<file path="src/rtl/fq_bank.sv">
// Multi-channel programmable clock divider with shadowed, glitch-free divisor updates
// and a global in-phase restart.
module fq_bank #(
    parameter int CH       = 4,
    parameter int CNT_LEN  = 8,
    parameter int DEF_DIV  = 2,
    parameter int DEF_HIGH = 1,
    localparam int CH_W    = (CH > 1) ? $clog2(CH) : 1
) (
    input  logic               clk,
    input  logic               rst,
    input  logic [CH-1:0]      en,
    input  logic               sync,
    input  logic               cfg_wr,
    input  logic [CH_W-1:0]    cfg_ch,
    input  logic [CNT_LEN-1:0] cfg_div,
    input  logic [CNT_LEN-1:0] cfg_high,
    output logic [CH-1:0]      cfg_busy,
    output logic [CH-1:0]      clk_out,
    output logic [CH-1:0]      tick
);

    localparam logic [CNT_LEN-1:0] ONE = CNT_LEN'(1);

    typedef enum logic {STOP = 1'b0, RUN = 1'b1} state_t;

    for (genvar i = 0; i < CH; i++) begin : g_ch
        state_t             state, state_nxt;
        logic [CNT_LEN-1:0] cnt, cnt_nxt;
        logic [CNT_LEN-1:0] act_div, act_div_nxt, act_high, act_high_nxt;
        logic [CNT_LEN-1:0] sh_div, sh_div_nxt, sh_high, sh_high_nxt;
        logic               pend, pend_nxt;
        logic               clk_r, clk_nxt, tick_r, tick_nxt;
        logic               wrap, boundary, hit;

        always_comb begin
            state_nxt    = state;
            cnt_nxt      = cnt;
            act_div_nxt  = act_div;
            act_high_nxt = act_high;
            sh_div_nxt   = sh_div;
            sh_high_nxt  = sh_high;
            pend_nxt     = pend;

            // wrap uses the pre-apply divisor so the running period always completes
            wrap     = (state == RUN) && (cnt == act_div - ONE);
            boundary = (state == STOP) || sync || wrap;
            hit      = cfg_wr && (cfg_ch == CH_W'(i));

            if (pend && boundary) begin
                act_div_nxt  = sh_div;
                act_high_nxt = sh_high;
                pend_nxt     = 1'b0;
            end
            // a write landing on an apply edge is held for the next boundary
            if (hit) begin
                sh_div_nxt  = cfg_div;
                sh_high_nxt = cfg_high;
                pend_nxt    = 1'b1;
            end

            if (!en[i] || act_div_nxt == '0) begin
                state_nxt = STOP;
                cnt_nxt   = '0;
            end else if (state == STOP || sync || wrap) begin
                state_nxt = RUN;
                cnt_nxt   = '0;
            end else begin
                cnt_nxt = cnt + ONE;
            end

            clk_nxt  = (state_nxt == RUN) && (cnt_nxt < act_high_nxt);
            tick_nxt = (state_nxt == RUN) && (cnt_nxt == '0);
        end

        always_ff @(posedge clk or posedge rst) begin
            if (rst) begin
                state    <= STOP;
                cnt      <= '0;
                act_div  <= CNT_LEN'(DEF_DIV);
                act_high <= CNT_LEN'(DEF_HIGH);
                sh_div   <= CNT_LEN'(DEF_DIV);
                sh_high  <= CNT_LEN'(DEF_HIGH);
                pend     <= 1'b0;
                clk_r    <= 1'b0;
                tick_r   <= 1'b0;
            end else begin
                state    <= state_nxt;
                cnt      <= cnt_nxt;
                act_div  <= act_div_nxt;
                act_high <= act_high_nxt;
                sh_div   <= sh_div_nxt;
                sh_high  <= sh_high_nxt;
                pend     <= pend_nxt;
                clk_r    <= clk_nxt;
                tick_r   <= tick_nxt;
            end
        end

        assign clk_out[i]  = clk_r;
        assign tick[i]     = tick_r;
        assign cfg_busy[i] = pend;
    end

endmodule

</file>
<file path="config.mk">
export PLATFORM = sky130hd
export DESIGN_NAME = fq_bank
export DESIGN_NICKNAME = d
export VERILOG_FILES = /design/src/rtl/fq_bank.sv
export SDC_FILE = /design/constraint.sdc
export NUM_CORES = 1
export LEC_CHECK = 0
export ABC_AREA = 1
export CORE_ASPECT_RATIO = 0.5
export CORE_MARGIN = 3
export CORE_UTILIZATION = 55
export DETAILED_ROUTE_END_ITERATION = 7
export PLACE_DENSITY = 0.73
export SYNTH_ARGS = -nofsm -noshare
export SYNTH_HDL_FRONTEND = slang
export SYNTH_SLANG_ARGS = --single-unit
</file>
<file path="constraint.sdc">
create_clock -name clk -period 9.43 [get_ports clk]
set_clock_uncertainty 0.2 [all_clocks]
set_input_delay 1.886 -clock clk [delete_from_list [all_inputs] [get_ports clk]]
set_output_delay 1.886 -clock clk [all_outputs]
set_load 0.01 [all_outputs]
</file>
==> results.py, run 1 <==
metrics = {
    "status": {
        "status": "finished, final reports clean",
    },
    "clocking": {
        "cts_buffer_depth": 2,
        "clk_pin_slew_ns": 0.07,
        "cts.sinks": 176,
        "hold_buffers": 0,
        "post_cts_buffers": 0,
        "root_buffer": "clkbuf_16",
        "ctsResizeCount": 0,
        "cts_tree": "built",
        "h-tree-depth": 4,
        "cts_buffers": 17,
        "clkLatencyLatePin_ns": 0.43,
    },
    "pwr": {
        "power_mw": 2.08,
        "p_per_area_nw_per_um2": 200,
        "p_leak_nw": 5.44,
        "vdd_drop_max_uv": 148,
    },
    "timing": {
        "setup_tns_ns": 0,
        "rsz0062_at_grt": "false",
        "layout_setup_ws_ns": 4.83,
        "period_minus_slack_ns": 4.60,
        "setup_viol": 0,
        "final-max-slew-violation-count": 0,
        "max_slew_margin_pct": 28.0,
        "worst_pin_slew_ns": 1.08,
        "fmax_mhz": 218,
        "finalHoldViolCount": 0,
        "period_share_pct": 48.7,
    },
    "place": {
        "portBuffers": 37,
        "place_ws_ns": 4.47,
        "place.detailed.hpwl_microns": 15000,
        "gp_congestion": 0.885,
    },
    "finish": {
        "layout_commonest_cell": "nand2_1",
        "drive_above_1_share_pct": 12.2,
        "final_cell_mix": "nand2_1 (300), inv_1 (163), dfrtp_1 (160)",
        "antenna_cells": 0,
        "area_growth_pct": 10.3,
        "final_nets": 1246,
    },
    "worst_setup_path": {
        "cp_data_required_time_ns": 9.57,
        "critPathCaptureType": "flip-flop",
        "r2r_cells": 27,
        "reg2reg_from": "g_ch[2].act_div[1]",
        "startpoint_type": "input pin",
        "endpoint": "g_ch[3].clk_r",
        "critPathLaunch": "sync",
        "cp_max_fo": 17,
        "r2r_slack_ns": 5.62,
        "reg2reg_to": "g_ch[2].clk_r",
        "criticalPathCategory": "in -> reg",
        "cp.arrival_ns": 4.73,
    },
    "min_path": {
        "hp-class": "reg -> reg",
    },
    "die": {
        "rows": 33,
        "core_area_sq_um": 16600,
        "start_util_pct": 56.8,
        "die_area_sq_um": 18900,
        "ios": 38,
        "die_w_microns": 191,
        "die_h_microns": 98.6,
    },
    "yosys": {
        "netlist_top_cells_area": "dfrtp_1 (42%), nand2_1 (12%), inv_1 (6.5%), o21ai_0 (5.0%), ha_1 (4.8%)",
        "synth-seq-cells": 176,
        "synth-warning-count": 0,
        "syn_inst": 1164,
        "netlist.area_leader.share_pct": 42.4,
        "yosysSeqAreaShare_pct": 46.9,
        "synth_area_sq_um": 9440,
        "synth_cell_types": 34,
        "synth_fp_nets": 1226,
        "yosys.area.top_type": "dfrtp_1",
        "synth.avg_cell_area_sq_um": 8.11,
    },
    "global_route": {
        "antenna_found_initial": 1,
        "grt_pass1_wl_microns": 34300,
        "grt_usage_pct": 22.8,
        "grt_max_degree": 98,
        "grt_pass1_vias": 6987,
        "overflow": 0,
    },
    "route": {
        "dr.pass1.iters": 5,
        "drt_iter0_drc": 390,
        "vias": 7185,
        "routed_wirelength_microns": 20300,
        "wl_per_cell_microns": 14.2,
        "routed_via_density": 5.05,
        "drc": 0,
        "final_antenna_net_count": 0,
    },
    "run": {
        "cap_violations": 0,
    },
}
## layer usage
metal	track usage [%]	vias to the layer above	share of wire, %	wire length [microns]
li1	-	3650	-	-
met3	3.91	23	3.5	716
met1	34.6	3397	52	10500
met2	34.5	115	44	8860
met5	0	-	0	0
met4	5.52	0	1.1	231
## flip-flops by register name, summed over array words and instances, names as in the netlist
signal and cells:
g_ch.act_high 32, g_ch.clk_r 4, g_ch.sh_high 32, g_ch.sh_div 32
g_ch.tick_r 4, g_ch.pend 4, g_ch.state 4, g_ch.act_div 32
g_ch.cnt 32
## final cells by class
| cell class | instances | area [sq um] |
|---|---|---|
| Timing Repair Buffer | 38 | 378 |
| Multi-Input combinational cell | 763 | 4050 |
| Clock buffer | 18 | 429 |
| Tap cell | 227 | 284 |
| Fill cell | 1455 | 6190 |
| Clock inverter | 14 | 131 |
| Sequential cell | 176 | 4420 |
| Inverter | 188 | 716 |
## Yosys cell counts (all sizes together)
| master | instances |
|---|---|
| nor2 | 98 |
| dfstp | 16 |
| o211ai | 4 |
| nor3b | 1 |
| dfrtp | 160 |
| o21ai | 101 |
| clkinv | 3 |
| a21oi | 19 |
| nand3b | 38 |
| a21o | 1 |
| ha | 36 |
| o31ai | 1 |
| nand3 | 63 |
| nor3 | 1 |
| xor2 | 25 |
| xnor2 | 11 |
| inv | 185 |
| or2 | 34 |
| nand4 | 5 |
| buf | 25 |
| nand2 | 325 |
| clkbuf | 12 |
## logic make-up after synthesis
kind of cell,Yosys count,synth area share (%)
compound gates,126,6.88
xor+xnor,36,3.34
fa+ha+maj,36,4.77
buf+inv,225,10.2
flops,176,46.9
simple gates,565,27.9
## report_power, final
part / internal (mW) / switching (mW) / total [mW]
registers: 0.881 / 0.0762 / 0.957
clock network: 0.369 / 0.312 / 0.681
logic: 0.174 / 0.272 / 0.446
total: 1.42 / 0.659 / 2.08
## worst min path at each step
stage                       start            endpoint  slack, ns  cells after the start
2_1_floorplan   g_ch[0].sh_div[0]   g_ch[0].sh_div[0]       0.24                      2
3_3_place_gp    g_ch[2].sh_div[7]   g_ch[2].sh_div[7]       0.26                      2
3_5_place_dp    g_ch[1].sh_div[4]   g_ch[1].sh_div[4]       0.27                      2
4_1_cts         g_ch[1].sh_div[4]   g_ch[1].sh_div[4]       0.28                      2
5_1_grt        g_ch[2].sh_high[4]  g_ch[2].sh_high[4]       0.30                      2
6_report        g_ch[1].sh_div[2]   g_ch[1].sh_div[2]       0.28                      2
## through the flow
step,instance area [sq um],util (%),std cells,hold WS (ns)
CTS,10400,62.7,1424,0.284
floorplan,9440,-,1164,0.244
global route,10400,62.7,1424,0.298
detailed placement,9850,59.3,1392,0.267
global placement,9850,59.3,1392,0.263
finish,10400,62.7,1424,0.277
## critical path, cell delays in order
cell	delay (ns)
clkdlybuf4s50_1	0.57
nor2_1	0.36
nand2_4	0.18
nand2_4	0.20
nand2_1	0.08
nand2_1	0.09
nand2_1	0.07
nor2_2	0.11
nand2_2	0.09
nand2_4	0.08
nor2_4	0.04
inv_4	0.07
or2_1	0.12
inv_1	0.06
ha_1	0.31
a21oi_1	0.17
o211ai_1	0.11
a21oi_1	0.14
Power figures use the tool's default switching activity.
==> inputs of run 2 (changes only) <==
--- a/config.mk
+++ b/config.mk
@@ -10,7 +10,7 @@
 export CORE_MARGIN = 3
 export CORE_UTILIZATION = 55
 export DETAILED_ROUTE_END_ITERATION = 7
-export PLACE_DENSITY = 0.73
+export PLACE_DENSITY = 0.76
 export SYNTH_ARGS = -nofsm -noshare
 export SYNTH_HDL_FRONTEND = slang
 export SYNTH_SLANG_ARGS = --single-unit
==> constraint.sdc (replaced) <==
create_clock -name clk -period 4 [get_ports clk]
set_clock_uncertainty 0.2 [all_clocks]
set_input_delay 0.8 -clock clk [delete_from_list [all_inputs] [get_ports clk]]
set_output_delay 0.8 -clock clk [all_outputs]
set_load 0.01 [all_outputs]
==> run 2 against run 1 <==
Sequential power increased by 140%. Core utilization is 1.2 points higher. Register-to-register slack worse by 5.3 ns. Routed wire length is 3.1% higher. Critical path depth grew 9. Critical path type is now reg -> reg.
==> results.py, run 2 (synthesized netlist as in run 1, its figures left out) <==
metrics = {
    "route": {
        "wl_per_cell_microns": 14.6,
        "routed_wirelength_microns": 20900,
        "dr.pass1.iters": 6,
        "drc": 0,
        "routed_via_density": 5.11,
        "final_antenna_net_count": 0,
        "vias": 7308,
        "drt_iter0_drc": 419,
    },
    "clocking": {
        "clkLatencyLatePin_ns": 0.42,
        "cts_buffer_depth": 2,
        "cts.sinks": 176,
        "hold_buffers": 0,
        "root_buffer": "clkbuf_16",
        "clk_pin_slew_ns": 0.07,
        "cts_tree": "built",
        "cts_buffers": 17,
        "h-tree-depth": 4,
    },
    "timing": {
        "period_share_pct": 93.1,
        "max_slew_margin_pct": 29.8,
        "worst_pin_slew_ns": 1.05,
        "period_minus_slack_ns": 3.73,
        "layout_setup_ws_ns": 0.275,
        "setup_viol": 0,
        "fmax_mhz": 268,
        "finalHoldViolCount": 0,
        "setup_tns_ns": 0,
        "final-max-slew-violation-count": 0,
        "rsz0062_at_grt": "true",
    },
    "finish": {
        "regArea_sq_um": 4420,
        "layout_commonest_cell": "nand2_1",
        "antenna_cells": 0,
        "drive_above_1_share_pct": 13.0,
        "multi_input_area_sq_um": 4080,
        "final_cell_mix": "nand2_1 (299), inv_1 (163), dfrtp_1 (160)",
        "final_core_util_pct": 64.0,
        "n_fill_cell": 1365,
        "final_nets": 1253,
        "final_area_sq_um": 10600,
        "area_growth_pct": 12.5,
    },
    "die": {
        "die_area_sq_um": 18900,
        "ios": 38,
        "die_h_microns": 98.6,
        "start_util_pct": 56.8,
        "core_area_sq_um": 16600,
        "rows": 33,
        "die_w_microns": 191,
    },
    "worst_setup_path": {
        "criticalPathCategory": "reg -> reg",
        "startpoint_type": "flip-flop",
        "critPathCaptureType": "flip-flop",
        "cp.arrival_ns": 3.87,
        "cp_max_fo": 17,
        "cp_data_required_time_ns": 4.15,
    },
    "global_route": {
        "grt_pass1_vias": 7175,
        "grt_usage_pct": 23.4,
        "grt_max_degree": 49,
        "overflow": 0,
        "antenna_found_initial": 1,
        "grt_pass1_wl_microns": 35200,
    },
    "pwr": {
        "p_per_area_nw_per_um2": 479,
        "vdd_drop_max_uv": 395,
        "p_leak_nw": 5.52,
        "power_mw": 5.08,
    },
    "status": {
        "status": "finished, final reports clean",
    },
    "place": {
        "placed_cell_area_sq_um": 9910,
        "place.detailed.hpwl_microns": 15300,
        "portBuffers": 37,
        "place_ws_ns": 0.129,
        "gp_congestion": 0.919,
    },
    "min_path": {
        "hp-class": "reg -> reg",
    },
    "run": {
        "cap_violations": 0,
    },
}
run 2: cell types whose count changed in the layout (fill, tap and decap cells not counted), moves of 2 or more:
cell / before / now
inv_8: 2 / 0
nor2_1: 78 / 76
buf_12: 0 / 5
nand2_8: 0 / 3
nor2_2: 16 / 18
buf_4: 1 / 3
bufinv_16: 1 / 3
nand2_4: 9 / 6
run 2: stage by stage:
stage / hold slack, ns / instances
finish: 0.281 / 1431
global route: 0.300 / 1431
CTS: 0.284 / 1427
detailed placement: 0.268 / 1395
global placement: 0.259 / 1395
floorplan: 0.244 / 1164
run 2: path summary, 6_finish.rpt:
| kind | endpoint | slack [ns] | cells past startpoint | start |
|---|---|---|---|---|
| worst max-delay path | g_ch[3].clk_r | 0.27 | 27 | g_ch[3].act_div[1] |
| worst min-delay path | g_ch[0].sh_high[5] | 0.28 | 2 | g_ch[0].sh_high[5] |
| worst max register to register | g_ch[3].clk_r | 0.27 | 27 | g_ch[3].act_div[1] |
| worst min register to register | g_ch[0].sh_high[5] | 0.28 | 2 | g_ch[0].sh_high[5] |
| max in group asynchronous | g_ch[2].act_high[0] | 2.06 | 3 | rst |
| min in group asynchronous | g_ch[2].sh_div[6] | 0.75 | 2 | rst |
run 2: worst max-delay path, stage by stage, from the launching register on:
cell and delay [ns]:
dfstp_2 0.54, inv_1 0.07, ha_1 0.29, inv_1 0.04, nand2_1 0.05, nand2_1 0.05
nor2_1 0.10, nand2_1 0.06, nor2_1 0.11, nand2_1 0.07, nor2_2 0.09, nand2_2 0.14
nand2_8 0.12, nand2_8 0.10, nand2_1 0.10, nand2_1 0.08, nand2_1 0.09, nor2_2 0.05
nand2_2 0.09, nand2_4 0.07, nor2_4 0.11, inv_4 0.05, or2_1 0.23, inv_1 0.10
ha_1 0.25, a21oi_1 0.15, o211ai_1 0.10, a21oi_1 0.14
run 2: report_power, final:
group | total, mW | leakage (nW) | internal, mW | switching (mW)
sequential | 2.26 | 2.14 | 2.08 | 0.181
combinational | 1.08 | 3.07 | 0.423 | 0.656
clock | 1.75 | 0.308 | 1.01 | 0.734
run 2: area by class of cell:
cell class | instances | area share, %
Clock buffer | 18 | 4.14
Clock inverter | 14 | 1.69
Inverter | 188 | 6.73
Multi-Input combinational cell | 763 | 38.4
Sequential cell | 176 | 41.7
Tap cell | 227 | 2.68
Timing Repair Buffer | 45 | 4.64
run 2: layer usage:
metal	wire length, microns	GRT usage, %
met3	948	4.16
met5	0	0
met1	9900	33.8
met4	350	5.86
met2	9700	37.1
run 2: timing repair:
| action | 4_1_cts | 5_1_grt |
|---|---|---|
| setup buffers | 0 | 4 |
| setup endpoints to repair | 0 | 2 |
| gates resized for setup | 0 | 6 |
==> edit 1: new RTL, config.mk and constraints of run 1 <==
The parameter `CH` goes from 4 to 2.
--- a/src/rtl/fq_bank.sv
+++ b/src/rtl/fq_bank.sv
@@ -2,5 +2,5 @@
 // and a global in-phase restart.
 module fq_bank #(
-    parameter int CH       = 4,
+    parameter int CH       = 2,
     parameter int CNT_LEN  = 8,
     parameter int DEF_DIV  = 2,
Ports: changed (5 resized); port bits go from 38 to 29. No check against the original RTL was run, so the function may have changed too.
==> edit 1 against run 1 <==
- sequential cell count fell by 88
- global-route usage fell by 1.5 points
- wire length fell by 54%
- count of clock-buffer cells in the layout fell by 8
- setup slack improved by 0.041 ns
- hold slack improved by 0.0044 ns
- core utilization rose by 2.6 points
- total power fell by 51%
- die area fell by 48%
- area after synthesis fell by 50%
- design area fell by 49%
- critical path type unchanged
- critical endpoint is now g_ch[1].clk_r
- largest cell class unchanged
- largest power group unchanged
==> edit 1: results (changes against run 1) <==
- Status: completed (unchanged)
- Via Count: 3609 (was 7185)
- Min-Delay Endpoint: g_ch[0].sh_div[5] (was g_ch[1].sh_div[2])
- Layout cells sized above 1: 10.5% (was 12.2%)
- WP data arrival: 4.62 ns (was 4.73 ns)
- Synthesis Warnings: 0 (unchanged)
- Area contributors post-synth: dfrtp_1, nand2_1, inv_1 (unchanged)
- DRT iter0 DRCs: 209 (was 390)
- Hpwl dp: 6940 µm (was 15000 µm)
- Worst r2r dst: g_ch[1].clk_r (was g_ch[2].clk_r)
- Register area share after synthesis: 46.8% (was 46.9%)
- Vias in the first global route: 3429 (was 6987)
- Net switching power: 0.298 mW (was 0.659 mW)
- Worst reg-to-reg path cell count: 24 (was 27)
- # fillers: 706 (was 1455)
- # port buffers: 28 (was 37)
- Clock Path Buffers: 2 (unchanged)
- Clk_lat worst skew: 0.34 ns (was 0.43 ns)
- Total Routed Length: 9420 µm (was 20300 µm)
- First-pass GRT wire length: 16400 µm (was 34300 µm)
- Worst-margin pin slew: 0.835 ns (was 1.08 ns)
- Final-stage net count: 657 (was 1246)
- Worst Path Max Fanout: 17 (unchanged)
- R2R Setup Slk: 5.61 ns (was 5.62 ns)
- Static leakage: 2.83 nW (was 5.44 nW)
- GPL Wtd Cong: 0.871 (was 0.885)
- Synth unique cells: 32 (was 34)
- Cts bufs inserted: 9 (was 17)
- Largest net degree at the start of global routing: 60 (was 98)
- FF-to-FF Start: g_ch[1].act_div[0] (was g_ch[2].act_div[1])
- Min Hold Slack: 0.282 ns (was 0.277 ns)
- DP Cell Count: 717 (was 1392)
- Gate Count Post-Synth: 594 (was 1164)
- Post-synth ARST share: 100% (unchanged)
- Worst min-delay path class: reg2reg (unchanged)
- Via density: 4.92 (was 5.05)
- Post-Syn Nets: 635 (was 1226)
- GR Util All Layers: 21.3% (was 22.8%)
- Hold Path Origin: g_ch[0].sh_div[5] (was g_ch[1].sh_div[2])
- Worst vdd ir: 141 µV (was 148 µV)
- Initial antenna violation count: 0 (was 1)
- Synth cell count leaders: nand2_1, inv_1, dfrtp_1 (unchanged)
- H-tree levels: 3 (was 4)
edit 1: critical path, stage by stage:
cell and delay (ns):
clkdlybuf4s50_1 0.52, nor2_1 0.07, nand2_1 0.33, nand2_2 0.30
nand2_1 0.12, nand2_1 0.07, nand2_1 0.07, nor2_1 0.05
nand2_1 0.07, nand2_1 0.09, nor2_2 0.19, inv_1 0.10
nor2_1 0.15, ha_1 0.26, a21oi_1 0.15, nand2_1 0.06
a21oi_1 0.12
edit 1: how the worst max path moves through the flow:
stage          start                  to  cells after the start
6_report        sync       g_ch[1].clk_r                     17
5_1_grt         sync       g_ch[1].clk_r                     19
4_1_cts         sync       g_ch[1].clk_r                     17
3_5_place_dp    sync       g_ch[1].clk_r                     17
3_3_place_gp    sync       g_ch[1].clk_r                     17
2_1_floorplan    rst  g_ch[0].act_div[0]                      1
edit 1: stage by stage:
| step | setup WS [ns] | area (µm²) | power [mW] | util [%] |
|---|---|---|---|---|
| floorplan | 5.08 | 4730 | 0.609 | - |
| global placement | 4.57 | 5040 | 0.653 | 61.6 |
| detailed placement | 4.51 | 5040 | 0.659 | 61.6 |
| CTS | 4.87 | 5340 | 1.03 | 65.4 |
| global route | 4.52 | 5340 | 1.08 | 65.4 |
| finish | 4.87 | 5340 | 1.02 | 65.4 |
edit 1: power by group through the flow:
stage	Combinational, mW	Clock (mW)	Sequential, mW
2_1_floorplan	0.154	0	0.455
3_3_place_gp	0.188	0	0.465
3_5_place_dp	0.193	0	0.466
4_1_cts	0.196	0.369	0.460
5_1_grt	0.227	0.382	0.467
6_report	0.195	0.362	0.461
edit 1: area by class of cell:
cell class,count,share of cell area [%]
Timing Repair Buffer,29,5.39
Sequential cell,88,41.4
Tap cell,112,2.62
Clock buffer,10,4.47
Inverter,107,7.59
Clock inverter,6,1.24
Multi-Input combinational cell,381,37.3
edit 1: cell families after synthesis:
group,Yosys count,share of synthesized area [%]
fa+ha+maj,18,4.76
xor+xnor,17,3.15
simple gates,284,27.3
flops,88,46.8
compound gates,62,6.82
buf+inv,125,11.2
edit 1: routing by layer:
layer,part of all wire (%),wire length [µm],up-vias,GRT usage [%]
met5,0,0,-,0
met4,1.1,99,0,5.97
met3,3.4,319,12,4.63
met2,44,4170,62,31.8
met1,51,4840,1674,31.9
li1,-,-,1861,-
==> edit 2: new RTL, flow settings as in run 1 <==
Made on the original files. Put one more register stage on the output `tick`, with the module's reset. The value now appears one clock later. The other outputs are not delayed to match.
--- a/src/rtl/fq_bank.sv
+++ b/src/rtl/fq_bank.sv
@@ -24,4 +24,6 @@
 
     typedef enum logic {STOP = 1'b0, RUN = 1'b1} state_t;
+
+    logic [CH-1:0] tick_d;
 
     for (genvar i = 0; i < CH; i++) begin : g_ch
@@ -99,6 +101,14 @@
 
         assign clk_out[i]  = clk_r;
-        assign tick[i]     = tick_r;
+        assign tick_d[i]     = tick_r;
         assign cfg_busy[i] = pend;
+    end
+
+    always_ff @(posedge clk or posedge rst) begin
+        if (rst) begin
+            tick <= '0;
+        end else begin
+            tick <= tick_d;
+        end
     end
 
Formal check against the unedited RTL: not equivalent (a bounded check fails within 4 cycles, from zero or initial values and one cycle with rst high).
==> edit 2 against run 1 <==
- cell count decreased by 0.21%
- setup slack worse by 0.019 ns
- area after synthesis barely moved
- synthesized cell count is 0.60% lower
- sequential cell count up 4
- wire length grew 2.6%
- die area hardly changed
- total power grew 2.8%
- combinational power is essentially flat
- design area up 0.61%
- largest power group unchanged
==> edit 2: results (changes against run 1) <==
- Synth cell count leaders: nand2_1, inv_1, dfrtp_1 (unchanged)
- R2R Setup Slk: 5.57 ns (was 5.62 ns)
- Synth unique cells: 32 (was 34)
- Total Routed Length: 20800 µm (was 20300 µm)
- Hpwl dp: 15400 µm (was 15000 µm)
- M2 GR Usage: 37.2% (was 34.5%)
- Via Count: 7265 (was 7185)
- Hold Path Origin: g_ch[1].tick_r (was g_ch[1].sh_div[2])
- Met1 wire length: 10300 µm (was 10500 µm)
- Synth Area in Adders: 4.78% (was 4.77%)
- Worst slew margin: 29.8% (was 28.0%)
- Min Hold Slack: 0.151 ns (was 0.277 ns)
- GPL Wtd Cong: 0.882 (was 0.885)
- Layout cells sized above 1: 10.4% (was 12.2%)
- Area contributors post-synth: dfrtp_1, nand2_1, inv_1 (unchanged)
- Status: completed (unchanged)
- Synth Area in Compound Gates: 7.23% (was 6.88%)
- Worst reg-to-reg path cell count: 25 (was 27)
- Met1 usage: 33.7% (was 34.6%)
- Met3 wire length: 888 µm (was 716 µm)
- Post-Syn Nets: 1219 (was 1226)
- Met3 usage: 3.09% (was 3.91%)
- Initial antenna violation count: 0 (was 1)
- Dpl cell area: 9880 µm² (was 9850 µm²)
- Largest net degree at the start of global routing: 119 (was 98)
- Min-Delay Endpoint: tick[1] (was g_ch[1].sh_div[2])
- Clock Path Buffers: 2 (unchanged)
- DP Cell Count: 1389 (was 1392)
- Register area share after synthesis: 48.0% (was 46.9%)
- Final std cells w/o fill: 1421 (was 1424)
- Worst vdd ir: 134 µV (was 148 µV)
- Met2 wire length: 9410 µm (was 8860 µm)
- Vias in the first global route: 7043 (was 6987)
edit 2: worst max-delay path, stage by stage:
cell and delay, ns:
clkdlybuf4s50_1 0.69, nor2_1 0.13, nand2_2 0.24, nand2_4 0.17, nand2_1 0.12, nand2_1 0.07
nand2_1 0.07, nor2_1 0.04, nand2_1 0.09, nand2_1 0.09, nor2_2 0.16, inv_2 0.06
or2_1 0.22, inv_1 0.08, ha_1 0.24, a21oi_1 0.14, o211ai_1 0.10, a21oi_1 0.15
edit 2: layout make-up:
type,instances,area [µm²]
clock buffer,18,429
clock inverter,14,164
multi-input combinational,759,4000
fill,1368,6120
tap,227,284
sequential,180,4520
timing repair buffer,38,378
inverter,185,699
edit 2: power by group:
| part | internal [mW] | total (mW) | switching, mW |
|---|---|---|---|
| Clock | 0.400 | 0.718 | 0.318 |
| Sequential | 0.900 | 0.978 | 0.0784 |
| Combinational | 0.175 | 0.446 | 0.271 |
